## src/rtl/tlb_op_ctrl_if.sv

```systemverilog
// Bundle between the TLB op sequencer, CP0/exception side, data-path search and the TLB ports.
// The slave modport is the sequencer; master is everything around it.
interface tlb_op_ctrl_if #(
    parameter int unsigned TLBNUM = 16
);
    localparam int unsigned IDXW = $clog2(TLBNUM);

    logic            op_valid;
    logic [1:0]      op_code;
    logic            op_ready;
    logic            op_done;
    logic [31:0]     cp0_entryhi;
    logic [31:0]     cp0_entrylo0;
    logic [31:0]     cp0_entrylo1;
    logic [IDXW-1:0] cp0_index;
    logic [IDXW-1:0] cp0_wired;
    logic            wired_we;
    logic [IDXW-1:0] random_out;
    logic            res_index_we;
    logic [31:0]     res_index;
    logic            res_entry_we;
    logic [31:0]     res_entryhi;
    logic [31:0]     res_entrylo0;
    logic [31:0]     res_entrylo1;
    logic [18:0]     dp_vpn2;
    logic            dp_odd_page;
    logic [7:0]      dp_asid;
    logic            dp_stall;
    logic [18:0]     s1_vpn2;
    logic            s1_odd_page;
    logic [7:0]      s1_asid;
    logic            s1_found;
    logic [IDXW-1:0] s1_index;
    logic [IDXW-1:0] r_index;
    logic [77:0]     r_entry;
    logic            we;
    logic [IDXW-1:0] w_index;
    logic [77:0]     w_entry;

    modport slave (
        input  op_valid, op_code, cp0_entryhi, cp0_entrylo0, cp0_entrylo1, cp0_index,
               cp0_wired, wired_we, dp_vpn2, dp_odd_page, dp_asid, s1_found, s1_index, r_entry,
        output op_ready, op_done, random_out, res_index_we, res_index, res_entry_we, res_entryhi,
               res_entrylo0, res_entrylo1, dp_stall, s1_vpn2, s1_odd_page, s1_asid, r_index, we,
               w_index, w_entry
    );

    modport master (
        output op_valid, op_code, cp0_entryhi, cp0_entrylo0, cp0_entrylo1, cp0_index,
               cp0_wired, wired_we, dp_vpn2, dp_odd_page, dp_asid, s1_found, s1_index, r_entry,
        input  op_ready, op_done, random_out, res_index_we, res_index, res_entry_we, res_entryhi,
               res_entrylo0, res_entrylo1, dp_stall, s1_vpn2, s1_odd_page, s1_asid, r_index, we,
               w_index, w_entry
    );
endinterface

```

## src/rtl/tlb_op_ctrl.sv

```systemverilog
// Sequencer for CP0 TLBP/TLBR/TLBWI/TLBWR: IDLE -> EXEC -> DONE, owns the TLB read/write ports,
// borrows search port 1 during TLBP, and maintains the Random register.
module tlb_op_ctrl #(
    parameter int unsigned TLBNUM = 16
) (
    input logic          clk,
    input logic          rst,
    tlb_op_ctrl_if.slave bus
);
    localparam int unsigned IDXW = $clog2(TLBNUM);
    localparam logic [IDXW-1:0] RandMax = IDXW'(TLBNUM - 1);
    localparam logic [1:0] OpTlbp  = 2'd0;
    localparam logic [1:0] OpTlbr  = 2'd1;
    localparam logic [1:0] OpTlbwr = 2'd3;

    typedef enum logic [1:0] {StIdle, StExec, StDone} state_e;

    state_e          state_q, state_d;
    logic [1:0]      op_q, op_d;
    logic [18:0]     vpn2_q, vpn2_d;
    logic [7:0]      asid_q, asid_d;
    logic [IDXW-1:0] random_q, random_d;
    logic            op_done_q, op_done_d;
    logic            we_q, we_d;
    logic            dp_stall_q, dp_stall_d;
    logic            res_index_we_q, res_index_we_d;
    logic            res_entry_we_q, res_entry_we_d;
    logic [31:0]     res_index_q, res_index_d;
    logic [31:0]     res_entryhi_q, res_entryhi_d;
    logic [31:0]     res_entrylo0_q, res_entrylo0_d;
    logic [31:0]     res_entrylo1_q, res_entrylo1_d;
    logic [IDXW-1:0] r_index_q, r_index_d;
    logic [IDXW-1:0] w_index_q, w_index_d;
    logic [77:0]     w_entry_q, w_entry_d;

    logic unused_cp0;
    assign unused_cp0 = ^{bus.cp0_entryhi[12:8], bus.cp0_entrylo0[31:26],
                          bus.cp0_entrylo1[31:26]};

    always_comb begin
        state_d        = state_q;
        op_d           = op_q;
        vpn2_d         = vpn2_q;
        asid_d         = asid_q;
        op_done_d      = 1'b0;
        we_d           = 1'b0;
        dp_stall_d     = 1'b0;
        res_index_we_d = 1'b0;
        res_entry_we_d = 1'b0;
        res_index_d    = res_index_q;
        res_entryhi_d  = res_entryhi_q;
        res_entrylo0_d = res_entrylo0_q;
        res_entrylo1_d = res_entrylo1_q;
        r_index_d      = r_index_q;
        w_index_d      = w_index_q;
        w_entry_d      = w_entry_q;
        unique case (state_q)
            StIdle: begin
                if (bus.op_valid) begin
                    state_d    = StExec;
                    op_d       = bus.op_code;
                    vpn2_d     = bus.cp0_entryhi[31:13];
                    asid_d     = bus.cp0_entryhi[7:0];
                    r_index_d  = bus.cp0_index;
                    dp_stall_d = 1'b1;
                    // Writes are issued straight from the accept edge so we lands in EXEC.
                    if (bus.op_code[1]) begin
                        we_d      = 1'b1;
                        w_index_d = (bus.op_code == OpTlbwr) ? random_q : bus.cp0_index;
                        w_entry_d = {bus.cp0_entryhi[31:13], bus.cp0_entryhi[7:0],
                                     bus.cp0_entrylo0[0] & bus.cp0_entrylo1[0],
                                     bus.cp0_entrylo0[25:6], bus.cp0_entrylo0[5:3],
                                     bus.cp0_entrylo0[2], bus.cp0_entrylo0[1],
                                     bus.cp0_entrylo1[25:6], bus.cp0_entrylo1[5:3],
                                     bus.cp0_entrylo1[2], bus.cp0_entrylo1[1]};
                    end
                end
            end
            StExec: begin
                state_d    = StDone;
                op_done_d  = 1'b1;
                dp_stall_d = op_q[1];
                if (op_q == OpTlbp) begin
                    res_index_we_d = 1'b1;
                    res_index_d    = 32'h8000_0000;
                    if (bus.s1_found) begin
                        res_index_d                = '0;
                        res_index_d[IDXW-1:0]      = bus.s1_index;
                    end
                end
                if (op_q == OpTlbr) begin
                    res_entry_we_d = 1'b1;
                    res_entryhi_d  = {bus.r_entry[77:59], 5'b0, bus.r_entry[58:51]};
                    res_entrylo0_d = {6'b0, bus.r_entry[49:25], bus.r_entry[50]};
                    res_entrylo1_d = {6'b0, bus.r_entry[24:0], bus.r_entry[50]};
                end
            end
            StDone:  state_d = StIdle;
            default: state_d = StIdle;
        endcase
    end

    // Wired at or above the top entry keeps Random pinned to TLBNUM-1.
    always_comb begin
        random_d = random_q - 1'b1;
        if (bus.wired_we || (random_q <= bus.cp0_wired)) random_d = RandMax;
    end

    always_ff @(posedge clk) begin
        if (rst) begin
            state_q        <= StIdle;
            op_q           <= '0;
            vpn2_q         <= '0;
            asid_q         <= '0;
            random_q       <= RandMax;
            op_done_q      <= 1'b0;
            we_q           <= 1'b0;
            dp_stall_q     <= 1'b0;
            res_index_we_q <= 1'b0;
            res_entry_we_q <= 1'b0;
            res_index_q    <= '0;
            res_entryhi_q  <= '0;
            res_entrylo0_q <= '0;
            res_entrylo1_q <= '0;
            r_index_q      <= '0;
            w_index_q      <= '0;
            w_entry_q      <= '0;
        end else begin
            state_q        <= state_d;
            op_q           <= op_d;
            vpn2_q         <= vpn2_d;
            asid_q         <= asid_d;
            random_q       <= random_d;
            op_done_q      <= op_done_d;
            we_q           <= we_d;
            dp_stall_q     <= dp_stall_d;
            res_index_we_q <= res_index_we_d;
            res_entry_we_q <= res_entry_we_d;
            res_index_q    <= res_index_d;
            res_entryhi_q  <= res_entryhi_d;
            res_entrylo0_q <= res_entrylo0_d;
            res_entrylo1_q <= res_entrylo1_d;
            r_index_q      <= r_index_d;
            w_index_q      <= w_index_d;
            w_entry_q      <= w_entry_d;
        end
    end

    always_comb begin
        bus.s1_vpn2     = bus.dp_vpn2;
        bus.s1_odd_page = bus.dp_odd_page;
        bus.s1_asid     = bus.dp_asid;
        if (state_q == StExec && op_q == OpTlbp) begin
            bus.s1_vpn2     = vpn2_q;
            bus.s1_odd_page = 1'b0;
            bus.s1_asid     = asid_q;
        end
    end

    assign bus.op_ready     = (state_q == StIdle);
    assign bus.op_done      = op_done_q;
    assign bus.random_out   = random_q;
    assign bus.res_index_we = res_index_we_q;
    assign bus.res_index    = res_index_q;
    assign bus.res_entry_we = res_entry_we_q;
    assign bus.res_entryhi  = res_entryhi_q;
    assign bus.res_entrylo0 = res_entrylo0_q;
    assign bus.res_entrylo1 = res_entrylo1_q;
    assign bus.dp_stall     = dp_stall_q;
    assign bus.r_index      = r_index_q;
    assign bus.we           = we_q;
    assign bus.w_index      = w_index_q;
    assign bus.w_entry      = w_entry_q;
endmodule

```

## src/flat_wrapper.sv

```systemverilog
// flat-port wrapper written by rule: the top's interface ports become plain ports
module tlb_op_ctrl_flat 
#(
    parameter int unsigned TLBNUM = 16
)
  (clk, rst, bus_op_valid, bus_op_code, bus_cp0_entryhi, bus_cp0_entrylo0, bus_cp0_entrylo1, bus_cp0_index, bus_cp0_wired, bus_wired_we, bus_dp_vpn2, bus_dp_odd_page, bus_dp_asid, bus_s1_found, bus_s1_index, bus_r_entry, bus_op_ready, bus_op_done, bus_random_out, bus_res_index_we, bus_res_index, bus_res_entry_we, bus_res_entryhi, bus_res_entrylo0, bus_res_entrylo1, bus_dp_stall, bus_s1_vpn2, bus_s1_odd_page, bus_s1_asid, bus_r_index, bus_we, bus_w_index, bus_w_entry);
  tlb_op_ctrl_if #(.TLBNUM(TLBNUM)) bus_i ();
  input logic clk;
  input logic rst;
  input wire logic [$bits(bus_i.op_valid)-1:0] bus_op_valid;
  input wire logic [$bits(bus_i.op_code)-1:0] bus_op_code;
  input wire logic [$bits(bus_i.cp0_entryhi)-1:0] bus_cp0_entryhi;
  input wire logic [$bits(bus_i.cp0_entrylo0)-1:0] bus_cp0_entrylo0;
  input wire logic [$bits(bus_i.cp0_entrylo1)-1:0] bus_cp0_entrylo1;
  input wire logic [$bits(bus_i.cp0_index)-1:0] bus_cp0_index;
  input wire logic [$bits(bus_i.cp0_wired)-1:0] bus_cp0_wired;
  input wire logic [$bits(bus_i.wired_we)-1:0] bus_wired_we;
  input wire logic [$bits(bus_i.dp_vpn2)-1:0] bus_dp_vpn2;
  input wire logic [$bits(bus_i.dp_odd_page)-1:0] bus_dp_odd_page;
  input wire logic [$bits(bus_i.dp_asid)-1:0] bus_dp_asid;
  input wire logic [$bits(bus_i.s1_found)-1:0] bus_s1_found;
  input wire logic [$bits(bus_i.s1_index)-1:0] bus_s1_index;
  input wire logic [$bits(bus_i.r_entry)-1:0] bus_r_entry;
  output wire logic [$bits(bus_i.op_ready)-1:0] bus_op_ready;
  output wire logic [$bits(bus_i.op_done)-1:0] bus_op_done;
  output wire logic [$bits(bus_i.random_out)-1:0] bus_random_out;
  output wire logic [$bits(bus_i.res_index_we)-1:0] bus_res_index_we;
  output wire logic [$bits(bus_i.res_index)-1:0] bus_res_index;
  output wire logic [$bits(bus_i.res_entry_we)-1:0] bus_res_entry_we;
  output wire logic [$bits(bus_i.res_entryhi)-1:0] bus_res_entryhi;
  output wire logic [$bits(bus_i.res_entrylo0)-1:0] bus_res_entrylo0;
  output wire logic [$bits(bus_i.res_entrylo1)-1:0] bus_res_entrylo1;
  output wire logic [$bits(bus_i.dp_stall)-1:0] bus_dp_stall;
  output wire logic [$bits(bus_i.s1_vpn2)-1:0] bus_s1_vpn2;
  output wire logic [$bits(bus_i.s1_odd_page)-1:0] bus_s1_odd_page;
  output wire logic [$bits(bus_i.s1_asid)-1:0] bus_s1_asid;
  output wire logic [$bits(bus_i.r_index)-1:0] bus_r_index;
  output wire logic [$bits(bus_i.we)-1:0] bus_we;
  output wire logic [$bits(bus_i.w_index)-1:0] bus_w_index;
  output wire logic [$bits(bus_i.w_entry)-1:0] bus_w_entry;
  assign bus_i.op_valid = bus_op_valid;
  assign bus_i.op_code = bus_op_code;
  assign bus_i.cp0_entryhi = bus_cp0_entryhi;
  assign bus_i.cp0_entrylo0 = bus_cp0_entrylo0;
  assign bus_i.cp0_entrylo1 = bus_cp0_entrylo1;
  assign bus_i.cp0_index = bus_cp0_index;
  assign bus_i.cp0_wired = bus_cp0_wired;
  assign bus_i.wired_we = bus_wired_we;
  assign bus_i.dp_vpn2 = bus_dp_vpn2;
  assign bus_i.dp_odd_page = bus_dp_odd_page;
  assign bus_i.dp_asid = bus_dp_asid;
  assign bus_i.s1_found = bus_s1_found;
  assign bus_i.s1_index = bus_s1_index;
  assign bus_i.r_entry = bus_r_entry;
  assign bus_op_ready = bus_i.op_ready;
  assign bus_op_done = bus_i.op_done;
  assign bus_random_out = bus_i.random_out;
  assign bus_res_index_we = bus_i.res_index_we;
  assign bus_res_index = bus_i.res_index;
  assign bus_res_entry_we = bus_i.res_entry_we;
  assign bus_res_entryhi = bus_i.res_entryhi;
  assign bus_res_entrylo0 = bus_i.res_entrylo0;
  assign bus_res_entrylo1 = bus_i.res_entrylo1;
  assign bus_dp_stall = bus_i.dp_stall;
  assign bus_s1_vpn2 = bus_i.s1_vpn2;
  assign bus_s1_odd_page = bus_i.s1_odd_page;
  assign bus_s1_asid = bus_i.s1_asid;
  assign bus_r_index = bus_i.r_index;
  assign bus_we = bus_i.we;
  assign bus_w_index = bus_i.w_index;
  assign bus_w_entry = bus_i.w_entry;
  tlb_op_ctrl #(.TLBNUM(TLBNUM)) u_core (.clk(clk), .rst(rst), .bus(bus_i));
endmodule
```

## config.mk

```make
export PLATFORM = sky130hd
export DESIGN_NAME = tlb_op_ctrl_flat
export DESIGN_NICKNAME = d
export VERILOG_FILES = /design/src/rtl/tlb_op_ctrl_if.sv /design/src/rtl/tlb_op_ctrl.sv /design/src/flat_wrapper.sv
export SDC_FILE = /design/constraint.sdc
export NUM_CORES = 1
export LEC_CHECK = 0
export CAP_MARGIN = 15
export CORE_AREA = 8 8 179 181
export DETAILED_ROUTE_END_ITERATION = 8
export DIE_AREA = 0 0 187 189
export PLACE_DENSITY_LB_ADDON = 0.25
export SYNTH_ARGS = -nofsm -noshare
export SYNTH_HDL_FRONTEND = slang
export SYNTH_SLANG_ARGS = --single-unit
```

## constraint.sdc

```tcl
create_clock -name clk -period 3.6 [get_ports clk]
set_clock_uncertainty 0.05 [all_clocks]
set_input_delay 0.72 -clock clk [delete_from_list [all_inputs] [get_ports clk]]
set_output_delay 0.72 -clock clk [all_outputs]
set_load 0.05 [all_outputs]
```

==> flow_summary.ini, run 1 <==
[power]
p_total_mw = 6.047
leakage_nw = 4.898
power_density_mw_per_mm2 = 461.1
ir_drop_v = 0.0002759

[routing]
ant_nets = 0
viasPerCell = 4.340
wl_per_cell_um = 16.65
drc = 0
firstDrtPassIters = 4
drt-initial-drc-count = 360
dr_total_vias = 7951
finalWirelength_um = 30510

[synth]
yosysWarnings = 0
synth_top_area_share_pct = 51.97
synth_cells = 1048
ys_seq_elements = 209
synth.avg_cell_area_um2 = 7.683
synth_top_cell_by_area = dfxtp_1
netlist-cell-type-count = 31
ys_async_sr_fraction_pct = 0
ys_top_cells_by_area = dfxtp_1 (52%), nand2_1 (22%), a21oi_1 (12%), buf_4 (5.0%), clkbuf_1 (1.9%)
syn-cell-area_mm2 = 0.008051
synth_ff_type = dfxtp_1
synth_edf_count = 0
synth_seq_area_share_pct = 51.97

[global_route]
grt_pass1_vias = 7974
grt_pass1_wl_um = 46690
grt_max_degree = 96
gr-total-overflow = 0
grt_usage_pct = 16.34
grt_antenna_before_repair = 1

[timing]
worstMarginPinSlew_ns = 0.8744
setup_viol = 0
final.min_clock_period_ns = 3.218
fin_crit_sh_pct = 89.39
fmaxAchievable_mhz = 310.8
drv_slew = 0
hold_viol = 0
maxSlewHeadroom_pct = 41.71
finalSetupTns_ns = 0
rsz0062_at_grt = no

[cts]
cts_tree = yes
cts_max_level = 1
clk_latency_ns = 0.52
cts_made_buffers = 25
clkTransAtPathRegs_ns = 0.06
cts_sinks = 209
clock_path_buffers = 3
hold_buffers = 0
cts_root_buf = clkbuf_16

[status]
outcome = finished clean

[floorplanning]
fp-row-count = 63
start_util_pct = 27.53
die_x_um = 187
pin_count = 473
fp.coreArea_mm2 = 0.02924
die-area_mm2 = 0.03534
dieHeight_um = 189

[worst_setup_path]
worstPathRequired_ns = 2.83
worst-path-buf-inv = 1
cpMostUsedCell = nand2_1
slowest_stage = clkdlybuf4s50_1
crit_fanout = 10
cp-start-kind = flop
end_kind = output port
path_class = reg -> out
slowest_delay_ns = 0.69
worstPathCellList = or4b_4, nand2_1, nand2_1, clkdlybuf4s50_1
crit_family = simple AND/OR/NAND/NOR gates
arrival_ns = 2.45

[cells_and_area]
final_common_cell = nand2_1
drive_gt1_share_pct = 6.037
most-common-layout-cells = nand2_1 (465), clkdlybuf4s50_1 (387), dfxtp_1 (209)
nets = 1651
area_growth_pct = 62.87

[place]
io_buffers = 411
dp_hpwl_um = 22310
place_congestion = 0.7558

[run]
drv_cap = 0

[worst_hold_path]
min_path_type = reg -> reg
==> repair_timing <==
action | 4_1_cts | 5_1_grt
pin swaps | 1 | 0
endpoints found under the setup margin | 8 | 5
buffers inserted | 2 | 0
resized for setup | 0 | 4
==> through the flow <==
| stage | area (µm²) | hold WS, ns | std cells | setup slack (ns) | utilization [%] |
|---|---|---|---|---|---|
| after detailed placement | 12270 | 0.3952 | 1786 | 0.4599 | 41.95 |
| after CTS | 13100 | 0.4036 | 1831 | 0.01331 | 44.80 |
| after floorplan | 8213 | 0.3866 | 1091 | 1.276 | - |
| after global placement | 12270 | 0.3888 | 1786 | 0.4499 | 41.95 |
| final | 13110 | 0.4007 | 1832 | 0.3821 | 44.84 |
| after global routing | 13110 | 0.4171 | 1832 | 0.2666 | 44.84 |
==> per-layer routing <==
metal	vias to the layer above	GRT usage, %	part of all wire (%)
met1	3604	18.01	40
met2	277	29.41	50
met3	50	5.040	7.4
li1	4020	-	-
met4	0	5.651	2.9
met5	-	0	0
==> state kept, by name, summed over array words and instances (netlist names) <==
name,flops
u_core.op_q,2
u_core.vpn2_q,19
u_core.bus.w_entry,78
u_core.bus.res_index_we,1
u_core.bus.we,1
u_core.bus.res_entry_we,1
u_core.asid_q,8
u_core.bus.op_done,1
u_core.bus.res_entrylo1,25
u_core.bus.res_entrylo0,26
u_core.bus.w_index,4
u_core.bus.res_entryhi,27
u_core.state_q,2
u_core.bus.random_out,4
u_core.bus.dp_stall,1
u_core.bus.r_index,4
u_core.bus.res_index,5
==> worst min-delay path, stage by stage (launching register included) <==
cell,delay (ns)
dfxtp_1,0.30
nand2_1,0.05
a21oi_1,0.05
==> Yosys cell counts (4+ instances only) <==
cell      number
nor2_1        10
buf_2         23
nand3_1        9
dfxtp_1      209
clkbuf_1      40
inv_1          5
ha_1           5
a21oi_1      193
buf_6          4
a311oi_1       4
o211ai_1       4
nand2_1      465
buf_4         54
==> final timing paths <==
| path | cells after the start | from | slack (ns) | endpoint |
|---|---|---|---|---|
| worst max-delay path | 4 | u_core.op_q[1] | 0.38 | bus_s1_asid[5] |
| worst min-delay path | 2 | u_core.bus.w_entry[55] | 0.40 | u_core.bus.w_entry[55] |
| worst max register to register | 5 | u_core.state_q[1] | 1.61 | u_core.bus.res_entrylo1[11] |
| worst min register to register | 2 | u_core.bus.w_entry[55] | 0.40 | u_core.bus.w_entry[55] |
==> power by group <==
group / leakage (nW) / switching [mW] / internal, mW
Sequential: 1.70 / 0.0442 / 2.40
Combinational: 2.79 / 0.706 / 0.424
Clock: 0.407 / 0.975 / 1.50
Total: 4.90 / 1.72 / 4.32
==> logic make-up (layout without fill, tap and decap cells) <==
kind of cell	after synthesis	in the layout	share of synthesized area, %
AOI/OAI and AO/OA	205	205	13.21
other	1	45	0.04658
buffers and inverters	126	476	9.122
xor gates and xnor gates	2	2	0.2176
adders and majority gates	5	5	0.7770
DFF	209	209	51.97
and+or+nand+nor	500	500	24.66
==> final cells by class <==
class / count / area (µm²)
clock buffer: 35 / 743.2
fill: 2925 / 16130
tap: 390 / 488.0
clock inverter: 8 / 75.07
multi-input combinational: 756 / 3352
sequential: 209 / 4184
timing repair buffer: 428 / 4250
antenna: 1 / 2.502
inverter: 5 / 18.77
Note: power is estimated with default switching activity, not from simulation.
==> inputs of run 2 (changes only) <==
CAP_MARGIN = default   (was 15)
==> results of run 2 <==
Same layout as run 1: the final DEF is identical, and so are final timing and power.
==> inputs of run 3 (changes only) <==
SKIP_CTS_REPAIR_TIMING = 1   (was default)
==> run 3 against run 2 <==
Effect of this change:
- sequential share of layout area unchanged
- combinational power about the same
- critical path depth unchanged
- non-clock buffer count decreased by 1
- critical endpoint is now bus_s1_asid[3]
==> flow_summary.ini, run 3 (same netlist as run 1, synthesis figures left out) <==
[status]
outcome = finished clean

[worst_setup_path]
ff2ff_setup_slack_ns = 1.61
end_kind = output port
worst-path-buf-inv = 1
cp-start-kind = flop
slowest_delay_ns = 0.71
crit_fanout = 10
worstPathCellList = or4b_4, nand2_1, nand2_1, clkdlybuf4s50_1
slowest_stage = clkdlybuf4s50_1
cpMostUsedCell = nand2_1
rr_startpoint = u_core.op_q[0]
path_class = reg -> out
crit_family = simple AND/OR/NAND/NOR gates
reg2regPathDepth = 4
r2r-end = u_core.bus.res_entrylo1[11]
arrival_ns = 2.50
worstPathRequired_ns = 2.83

[cells_and_area]
multi_input_comb_area_mm2 = 0.003352
largest_reg_flops = 78
layout.area.seq_mm2 = 0.004184
most-common-layout-cells = nand2_1 (465), clkdlybuf4s50_1 (389), dfxtp_1 (209)
drive_gt1_share_pct = 5.972
final_common_cell = nand2_1
finish.utilization_pct = 44.84
nets = 1650
nFillCells = 2926
area_growth_pct = 62.87

[run]
drv_cap = 0

[timing]
final.min_clock_period_ns = 3.270
finalSetupTns_ns = 0
worstMarginPinSlew_ns = 0.8758
setup_viol = 0
fmaxAchievable_mhz = 305.9
drv_slew = 0
fin_crit_sh_pct = 90.82
rsz0062_at_grt = no
maxSlewHeadroom_pct = 41.61
hold_viol = 0

[cts]
clock_path_buffers = 3
cts_max_level = 1
cts_tree = yes
clk_latency_ns = 0.52
cts_made_buffers = 25
clkTransAtPathRegs_ns = 0.06
cts_sinks = 209
cts_root_buf = clkbuf_16

[routing]
drt-initial-drc-count = 353
viasPerCell = 4.324
drc = 0
firstDrtPassIters = 4
ant_nets = 0
finalWirelength_um = 30470
wl_per_cell_um = 16.64
dr_total_vias = 7918

[power]
p_total_mw = 6.047
ir_drop_v = 0.0002763
leakage_nw = 4.876
power_density_mw_per_mm2 = 461.1

[global_route]
grt_antenna_before_repair = 1
grt_pass1_vias = 7957
gr-total-overflow = 0
grt_usage_pct = 16.34
grt_pass1_wl_um = 46660
grt_max_degree = 96

[floorplanning]
fp-row-count = 63
fp.coreArea_mm2 = 0.02924
start_util_pct = 27.53
die_x_um = 187
die-area_mm2 = 0.03534
dieHeight_um = 189
pin_count = 473

[worst_hold_path]
min_path_type = reg -> reg
hold_path_depth = 2
min_to = u_core.bus.w_entry[55]
min_from = u_core.bus.w_entry[55]

[place]
io_buffers = 411
dp_hpwl_um = 22310
place_congestion = 0.7558
## run 3: metrics by stage
stage	instances	hold slack, ns	instance area (µm²)	worst slack [ns]
floorplan	1091	0.3866	8213	1.276
global placement	1786	0.3888	12270	0.4499
detailed placement	1786	0.3952	12270	0.4599
CTS	1829	0.4036	13090	-0.09795
global route	1831	0.4171	13110	0.2385
finish	1831	0.4007	13110	0.3304
## run 3: worst reg2reg max path: cells and delay by family (launching register included)
family / cells / cell delay, ns
and+or+nand+nor: 2 / 0.88
DFF: 1 / 0.49
buffers and inverters: 1 / 0.38
AOI/OAI and AO/OA: 1 / 0.12
## run 3: how the worst max path moves through the flow
stage / from / endpoint / depth (start not counted)
3_5_place_dp: u_core.state_q[1] / bus_s1_vpn2[17] / 5
5_1_grt: u_core.op_q[1] / bus_s1_asid[3] / 4
4_1_cts: u_core.state_q[1] / bus_s1_vpn2[17] / 5
6_report: u_core.op_q[1] / bus_s1_asid[3] / 4
2_1_floorplan: u_core.state_q[1] / bus_s1_asid[7] / 6
3_3_place_gp: u_core.state_q[1] / bus_s1_vpn2[17] / 5
## run 3: cell type report
class                           instances  area share (%)
Clock inverter                          8          0.5725
Antenna cell                            1         0.01908
Multi-Input combinational cell        756           25.56
Clock buffer                           35           5.667
Tap cell                              390           3.721
Sequential cell                       209           31.91
Timing Repair Buffer                  427           32.41
Inverter                                5          0.1431
## run 3: report_power, final
group	total (mW)	internal, mW	switching, mW
Sequential	2.44	2.40	0.0441
Combinational	1.13	0.425	0.706
Clock	2.47	1.50	0.973
## run 3: per-layer routing
layer  vias to the layer above  routed length, µm  global-route usage (%)
met1                      3573              11930                   17.98
met4                         0                899                   5.651
met5                         -                  0                       0
met3                        51               2274                   5.096
met2                       271              15360                   29.39
li1                       4023                  -                       -
